--- src/rtl/msrv32_pkg.sv ---
// Shared types and constants for the msrv32 fetch front end.
package msrv32_pkg;

    typedef enum logic [1:0] {
        PC_BOOT = 2'b00,
        PC_EPC  = 2'b01,
        PC_TRAP = 2'b10,
        PC_NEXT = 2'b11
    } pc_src_e;

    typedef enum logic [1:0] {
        IDLE = 2'b00,
        REQ  = 2'b01,
        WAIT = 2'b10,
        HOLD = 2'b11
    } fetch_state_e;

    localparam logic [31:0] NOP_INSTR = 32'h0000_0013;

endpackage

--- src/rtl/msrv32_next_pc_mux.sv ---
// Next-PC selection and misaligned-target detection; purely combinational.
// Zero latency, no flow control: the caller samples the result only when it accepts.
module msrv32_next_pc_mux
    import msrv32_pkg::*;
#(
    parameter logic [31:0] BOOT_ADDRESS = 32'h0000_0000
) (
    input  pc_src_e     pc_src_i,
    input  logic        branch_taken_i,
    input  logic [31:0] iaddr_i,
    input  logic [31:0] epc_i,
    input  logic [31:0] trap_address_i,
    input  logic [31:0] pc_i,
    output logic [31:0] next_pc_o,
    output logic        misaligned_o
);

    logic [31:0] tgt;

    // Bit 0 is always dropped so JALR targets land on a halfword boundary.
    assign tgt = {iaddr_i[31:1], 1'b0};

    always_comb begin
        next_pc_o    = pc_i + 32'd4;
        misaligned_o = 1'b0;
        case (pc_src_i)
            PC_BOOT: next_pc_o = BOOT_ADDRESS;
            PC_EPC:  next_pc_o = epc_i;
            PC_TRAP: next_pc_o = trap_address_i;
            PC_NEXT: begin
                if (branch_taken_i) begin
                    if (tgt[1]) begin
                        next_pc_o    = trap_address_i;
                        misaligned_o = 1'b1;
                    end else begin
                        next_pc_o = tgt;
                    end
                end
            end
        endcase
    end

endmodule

--- src/rtl/msrv32_pc_fetch.sv ---
// PC register and single-outstanding instruction fetch: REQ -> WAIT -> HOLD, min 3 cycles/instr.
// Backpressure: imreq_ready_in holds the request stable; stall_in freezes HOLD and all outputs.
module msrv32_pc_fetch
    import msrv32_pkg::*;
#(
    parameter logic [31:0] BOOT_ADDRESS = 32'h0000_0000
) (
    input  logic        ms_riscv32_mp_clk_in,
    input  logic        ms_riscv32_mp_rst_n_in,
    input  logic [1:0]  pc_src_in,
    input  logic        branch_taken_in,
    input  logic [31:0] iaddr_in,
    input  logic [31:0] epc_in,
    input  logic [31:0] trap_address_in,
    input  logic        stall_in,
    output logic        imreq_valid_out,
    input  logic        imreq_ready_in,
    output logic [31:0] imaddr_out,
    input  logic        imrsp_valid_in,
    input  logic [31:0] imrsp_data_in,
    output logic [31:0] instr_out,
    output logic        instr_valid_out,
    output logic [31:0] pc_out,
    output logic [31:0] pc_plus_4_out,
    output logic        misaligned_instr_out
);

    fetch_state_e state_q;
    logic [31:0]  pc_q;
    logic [31:0]  pc_d;
    logic [31:0]  instr_q;
    logic         req_vld_q;
    logic         instr_vld_q;
    logic         mis_q;
    logic         mis_d;

    msrv32_next_pc_mux #(
        .BOOT_ADDRESS (BOOT_ADDRESS)
    ) u_next_pc_mux (
        .pc_src_i       (pc_src_e'(pc_src_in)),
        .branch_taken_i (branch_taken_in),
        .iaddr_i        (iaddr_in),
        .epc_i          (epc_in),
        .trap_address_i (trap_address_in),
        .pc_i           (pc_q),
        .next_pc_o      (pc_d),
        .misaligned_o   (mis_d)
    );

    // Responses and ready are only honoured in WAIT and REQ respectively, so
    // stragglers from a fetch cut short by reset fall on the floor.
    always_ff @(posedge ms_riscv32_mp_clk_in or negedge ms_riscv32_mp_rst_n_in) begin
        if (!ms_riscv32_mp_rst_n_in) begin
            state_q     <= IDLE;
            pc_q        <= BOOT_ADDRESS;
            instr_q     <= NOP_INSTR;
            req_vld_q   <= 1'b0;
            instr_vld_q <= 1'b0;
            mis_q       <= 1'b0;
        end else begin
            mis_q <= 1'b0;
            case (state_q)
                IDLE: begin
                    state_q   <= REQ;
                    req_vld_q <= 1'b1;
                end
                REQ: begin
                    if (imreq_ready_in) begin
                        state_q   <= WAIT;
                        req_vld_q <= 1'b0;
                    end
                end
                WAIT: begin
                    if (imrsp_valid_in) begin
                        state_q     <= HOLD;
                        instr_q     <= imrsp_data_in;
                        instr_vld_q <= 1'b1;
                    end
                end
                HOLD: begin
                    if (!stall_in) begin
                        state_q     <= REQ;
                        pc_q        <= pc_d;
                        mis_q       <= mis_d;
                        instr_vld_q <= 1'b0;
                        req_vld_q   <= 1'b1;
                    end
                end
            endcase
        end
    end

    assign imreq_valid_out      = req_vld_q;
    assign imaddr_out           = pc_q;
    assign instr_out            = instr_q;
    assign instr_valid_out      = instr_vld_q;
    assign pc_out               = pc_q;
    assign pc_plus_4_out        = pc_q + 32'd4;
    assign misaligned_instr_out = mis_q;

endmodule

--- config.mk ---
export PLATFORM = sky130hd
export DESIGN_NAME = msrv32_pc_fetch
export DESIGN_NICKNAME = d
export VERILOG_FILES = /design/src/rtl/msrv32_pkg.sv /design/src/rtl/msrv32_next_pc_mux.sv /design/src/rtl/msrv32_pc_fetch.sv
export SDC_FILE = /design/constraint.sdc
export NUM_CORES = 1
export LEC_CHECK = 0
export CAP_MARGIN = 20
export CORE_ASPECT_RATIO = 0.9
export CORE_MARGIN = 2
export CORE_UTILIZATION = 36
export DETAILED_ROUTE_END_ITERATION = 6
export HOLD_SLACK_MARGIN = 0.12
export PLACE_DENSITY = 0.85
export SYNTH_ARGS = -nofsm -noshare
export SYNTH_HDL_FRONTEND = slang
export SYNTH_SLANG_ARGS = --single-unit
--- constraint.sdc ---
create_clock -name ms_riscv32_mp_clk_in -period 2 [get_ports ms_riscv32_mp_clk_in]
set_input_delay 0.4 -clock ms_riscv32_mp_clk_in [delete_from_list [all_inputs] [get_ports ms_riscv32_mp_clk_in]]
set_output_delay 0.4 -clock ms_riscv32_mp_clk_in [all_outputs]
set_load 0.02 [all_outputs]
# After elaboration in Yosys (flattened, before gate mapping)

Cells that the tools add are included.

Div/mod/pow operators: 0
$mul: 0
Magnitude comparators: 0
Equal/unequal tests: 9
Bitwise operators: 1
Add/subtract/negate cells: 1
Shift operators: 0
Reduce and logical (&&, ||, !) cells: 9
Muxes and demuxes: 18

Operator list:

| operator                                                               | count |
|---|---|
| 32-bit case mux with 4 select lines                                    | 1 |
| 32-bit 2-to-1 mux                                                      | 2 |
| 32-bit by 3-bit adder with 32-bit output (second input constant)       | 1 |
| 1-bit 2-to-1 mux                                                       | 9 |
| 3-bit AND reduction                                                    | 3 |
| 2-bit equality test (second input constant)                            | 4 |
| 2-bit case mux with 4 select lines                                     | 1 |
| 2-bit 2-to-1 mux                                                       | 3 |
| 2-bit inequality test (second input constant)                          | 3 |
| 2-bit by 1-bit equality test with 1-bit output (second input constant) | 2 |
| 2-bit zero test                                                        | 2 |
| 2-bit AND reduction                                                    | 2 |
| 1-bit case mux with 3 select lines                                     | 1 |
| 3-bit nonzero test                                                     | 1 |
| 1-bit case mux with 2 select lines                                     | 1 |
| 2-bit nonzero test                                                     | 1 |
| 1-bit NOT                                                              | 1 |

Logic and storage cells: 44
Output and inout bits: 131
ROM bits: 0
Bits in registers: 69
RAM bits: 0
Bits of input ports: 136
Bits in latches: 0
Memories kept: 0

# Depth between registers and ports, before layout

Depth after elaboration: 5
Gate-level depth with buffers: 7
Depth with buffers taken out: 7

# Hierarchy

A second synthesis with hierarchy kept.

Cells, all modules: 532
Area, all modules: 5161.2 µm²

Modules (own cells, without submodules):

| module             | times used | sequential area each (µm²) | cells each | area each (µm²) |
|---|---|---|---|---|
| msrv32_pc_fetch    | 1          | 1730.4                     | 286        | 3512.1 |
| msrv32_next_pc_mux | 1          | 0.0                        | 246        | 1649.1 |

# Least setup slack after synthesis

Ideal clock, no wire load.

Path type: register to output
Start point: register pc_q[2], in the netlist imaddr_out[2]
End point: output pc_plus_4_out[22]
Path slack: -432 ps
Arrival: 2032 ps
Stages on the path, launching flop included: 6
Path buffers: 0
Required time: 1600 ps
Cells stage by stage: dfrtp_1 > ha_1 > nand3_1 > nor4_2 > nand3_1 > xnor2_1

Cells in the longest elaborated chain, start to end: 1

RTL lines:

| item                                     | RTL line              | source |
|---|---|---|
| start, declared                          | msrv32_pc_fetch.sv:29 | `logic [31:0] pc_q;` |
| start signal, assigned                   | msrv32_pc_fetch.sv:83 | `pc_q <= pc_d;` |
| 32-bit by 3-bit adder with 32-bit output | msrv32_pc_fetch.sv:98 | `assign pc_plus_4_out = pc_q + 32'd4;` |
| end, declared                            | msrv32_pc_fetch.sv:24 | `output logic [31:0] pc_plus_4_out,` |

Every way passes these cells.

# Worst setup path in the final report

Start point: register pc_q[6], in the netlist imaddr_out[6]
End point: output pc_plus_4_out[13]

The elaborated chain is that of the path after synthesis.

==> metrics <==
status finished with violations; failing checks setup timing; I/O pin total around 270; Mapped Avg Cell Area about 9.2 um2; EDFF count, synth 0; WL/cell ~21 um; hold slack 0.503 ns; footprint of the multi-input gates between 3000 and 4000 um2; commonest non-fill, non-tap cells in the layout clkdlybuf4s50_1 (225), buf_4 (140), dfrtp_1 (42); Die ar. ~14,000 um2; yosys warns 0; Top FF cell, synth dfrtp_1; post-synthesis sequential element count between 60 and 70; sequential area share after synthesis between 30% and 40%; CTS tree built; Slew Limit Fails 0; Tmin final about 2.4 ns; global route overflow 0; placed cells ~1,000; final worst-path cycle share 119%; PD cells 1270 nW/um2; final design utilization 72.6%; largest net degree at the start of global routing 41; number of port buffers 265; Synth top area share around a third; Synthesized Nets approximately 660; Final WS setup -0.379 ns; detailed placer's ending HPWL ~16,000 um; clock sinks slightly below 70; Synth Instances 518; Max IR drop VDD approximately 0.73 mV; clock root cell clkbuf_16; RR Startpoint imaddr_out[11]$_DFFE_PN0P_; count of different cell masters after synthesis 63; max cap viols 0; worst-path maximum fanout 5; synthesized area 4750 um2; Worst Tran Pin Value 0.662 ns; Power Total 11.8 mW; commonest non-fill, non-tap cell in the layout clkdlybuf4s50_1; hold_sp instr_out[2]$_DFFE_PN0P_; crit path cell chain and4_4, buf_6, nand3_2, nor2_2, xor2_1, clkdlybuf4s15_2; total track usage 29.2%; DRT iter0 DRCs 762; Filler Cell Count between 800 and 900; largest area contributor in the netlist dfrtp_1; CP Launch Type flip-flop; H-tree Lvls 3; Critical Path AT between 1.5 and 2 ns; clock-pin slew on the worst setup and hold paths ~0.050 ns; WL final between 20,000 and 25,000 um; RePlAce Congestion just over 0.9; Fin. Hold Viols 0; Crit. Startpoint imaddr_out[6]$_DFFE_PN0P_; die height approximately 110 um; die width approximately 130 um; RSZ-0062 raised after global routing true; initial antenna violation count 1; final setup vio count 25; final layout net count 1,018; DRC 0; Clock Path Buffers 2; TritonCTS Buffers 9; Final Non-Filler Cells 1,047; Max Fclk about 420 MHz; via count about 5,900; CP endpoint kind output pin; WS Path Type flip-flop to output pin; first-pass GRT wire length 32,600 um; clk_skew between 0.006 and 0.007 ns; static leakage power between 4 and 5 nW; Relative slew margins ~56%; slowest stage delay, CP roughly 0.37 ns; synthesis-to-layout area growth 95.3%; vias per cell ~5.7; post-route ant nets 0; critical path's slowest cell dfrtp_2; later-pin clock latency in the skew report roughly 0.33 ns; FP Rows 39; effective utilization at floorplan about 37%; area occupied by registers between 1500 and 2000 um2; async set-reset flop share out of synthesis 100%; fraction of layout cells with a size suffix above 1 between 30 and 40%; DRT Pass-1 Iters 7; vias in the first global route around 6,000; Critical Path RT roughly 1.6 ns; top post-synthesis cells by area dfrtp_1 (35%), mux2_2 (7.6%), buf_4 (5.5%), a21oi_1 (3.9%), o21ai_0 (3.9%); Core ar. 12,800 um2; worst hold path class flip-flop to flip-flop
## sequential cells by signal, indices dropped and copies added, names as in the netlist
signal                flops
misaligned_instr_out      1
imreq_valid_out           1
state_q                   2
instr_valid_out           1
instr_out                32
imaddr_out               32
## Yosys cell counts, types with 3 or more instances
master     number
ha_1            5
or3_1           4
nor4_1          6
o21ai_0        37
mux2_2         32
o2bb2ai_1       6
a22o_1         15
o22ai_1        12
a21oi_1        37
nor2_1         19
a2bb2oi_1       6
mux2i_1         7
nor3_1          9
inv_1          11
dfrtp_1        66
a21o_1          3
buf_2           5
clkbuf_1       22
nand3_1        16
a221oi_1       11
a222oi_1        8
a31oi_1         7
xor2_1         14
buf_4          35
xnor2_1        14
nor2b_1         4
nand2_1        41
buf_1           5
and3_1          4
a22oi_1         7
dfstp_2         3
nand4_1         6
## stage by stage
stage | TNS (ns) | instance area, um2 | setup slack, ns
global route | -7.81 | 9290 | -0.456
detailed placement | -20.27 | 8410 | -0.591
floorplan | -0.258 | 5010 | -0.0835
CTS | -6.14 | 9030 | -0.346
global placement | -18.42 | 8410 | -0.530
finish | -6.40 | 9290 | -0.379
## layer usage
layer	GRT usage, %	vias up	part of all wire [%]
met2	51.5	351	51
met3	4.11	49	7.3
met1	37.1	2917	39
li1	-	2626	-
met5	0	-	0
met4	9.70	0	2.6
## where the power goes
part	internal (mW)	switching (mW)
clock	1.03	0.609
combinational	3.77	3.77
sequential	2.10	0.478
## worst max-delay path, delay by kind of cell (launching register included)
family | cells | cell delay, ns
and+or+nand+nor | 3 | 0.71
buffers and inverters | 2 | 0.41
DFF | 1 | 0.37
xor gates and xnor gates | 1 | 0.16
## worst paths after layout
path | endpoint | slack [ns] | cells past startpoint
worst min register to register | instr_out[2]$_DFFE_PN0P_ | 0.50 | 1
min in group asynchronous | imaddr_out[18]$_DFFE_PN0P_ | 0.59 | 2
worst min-delay path | instr_out[2]$_DFFE_PN0P_ | 0.50 | 1
worst max-delay path | pc_plus_4_out[13] | -0.38 | 6
worst max register to register | imaddr_out[29]$_DFFE_PN0P_ | 0.01 | 6
max in group asynchronous | instr_out[1]$_DFFE_PN1P_ | 0.75 | 3
## what timing repair did
item                                    CTS  global route
endpoints found under the setup margin   43            58
cloned                                    0             1
endpoints found under the hold margin    29             0
pin swaps                                24            24
resized for setup                       191            50
buffers inserted                         18            10
hold buffers                              1             0
## cell families (layout without fill, tap and decap cells)
group | Yosys count | count (layout) | synth area share [%]
AO/OA/AOI/OAI | 163 | 163 | 23.1
AND/OR/NAND/NOR | 134 | 134 | 15.6
other | 0 | 1 | 0
multiplexers | 39 | 39 | 9.06
adder cells (fa/ha/maj) | 5 | 5 | 1.32
buffers and inverters | 80 | 444 | 9.40
XOR/XNOR | 28 | 28 | 5.16
flip-flops | 69 | 69 | 36.4
## layout make-up
type                            count  area share [%]
Antenna cell                        1          0.0270
Clock buffer                       11            2.72
Clock inverter                      5           0.633
Inverter                           11           0.445
Multi-Input combinational cell    369            32.8
Sequential cell                    69            19.0
Tap cell                          164            2.21
Timing Repair Buffer              417            42.2
(Power assumes the default switching activity.)
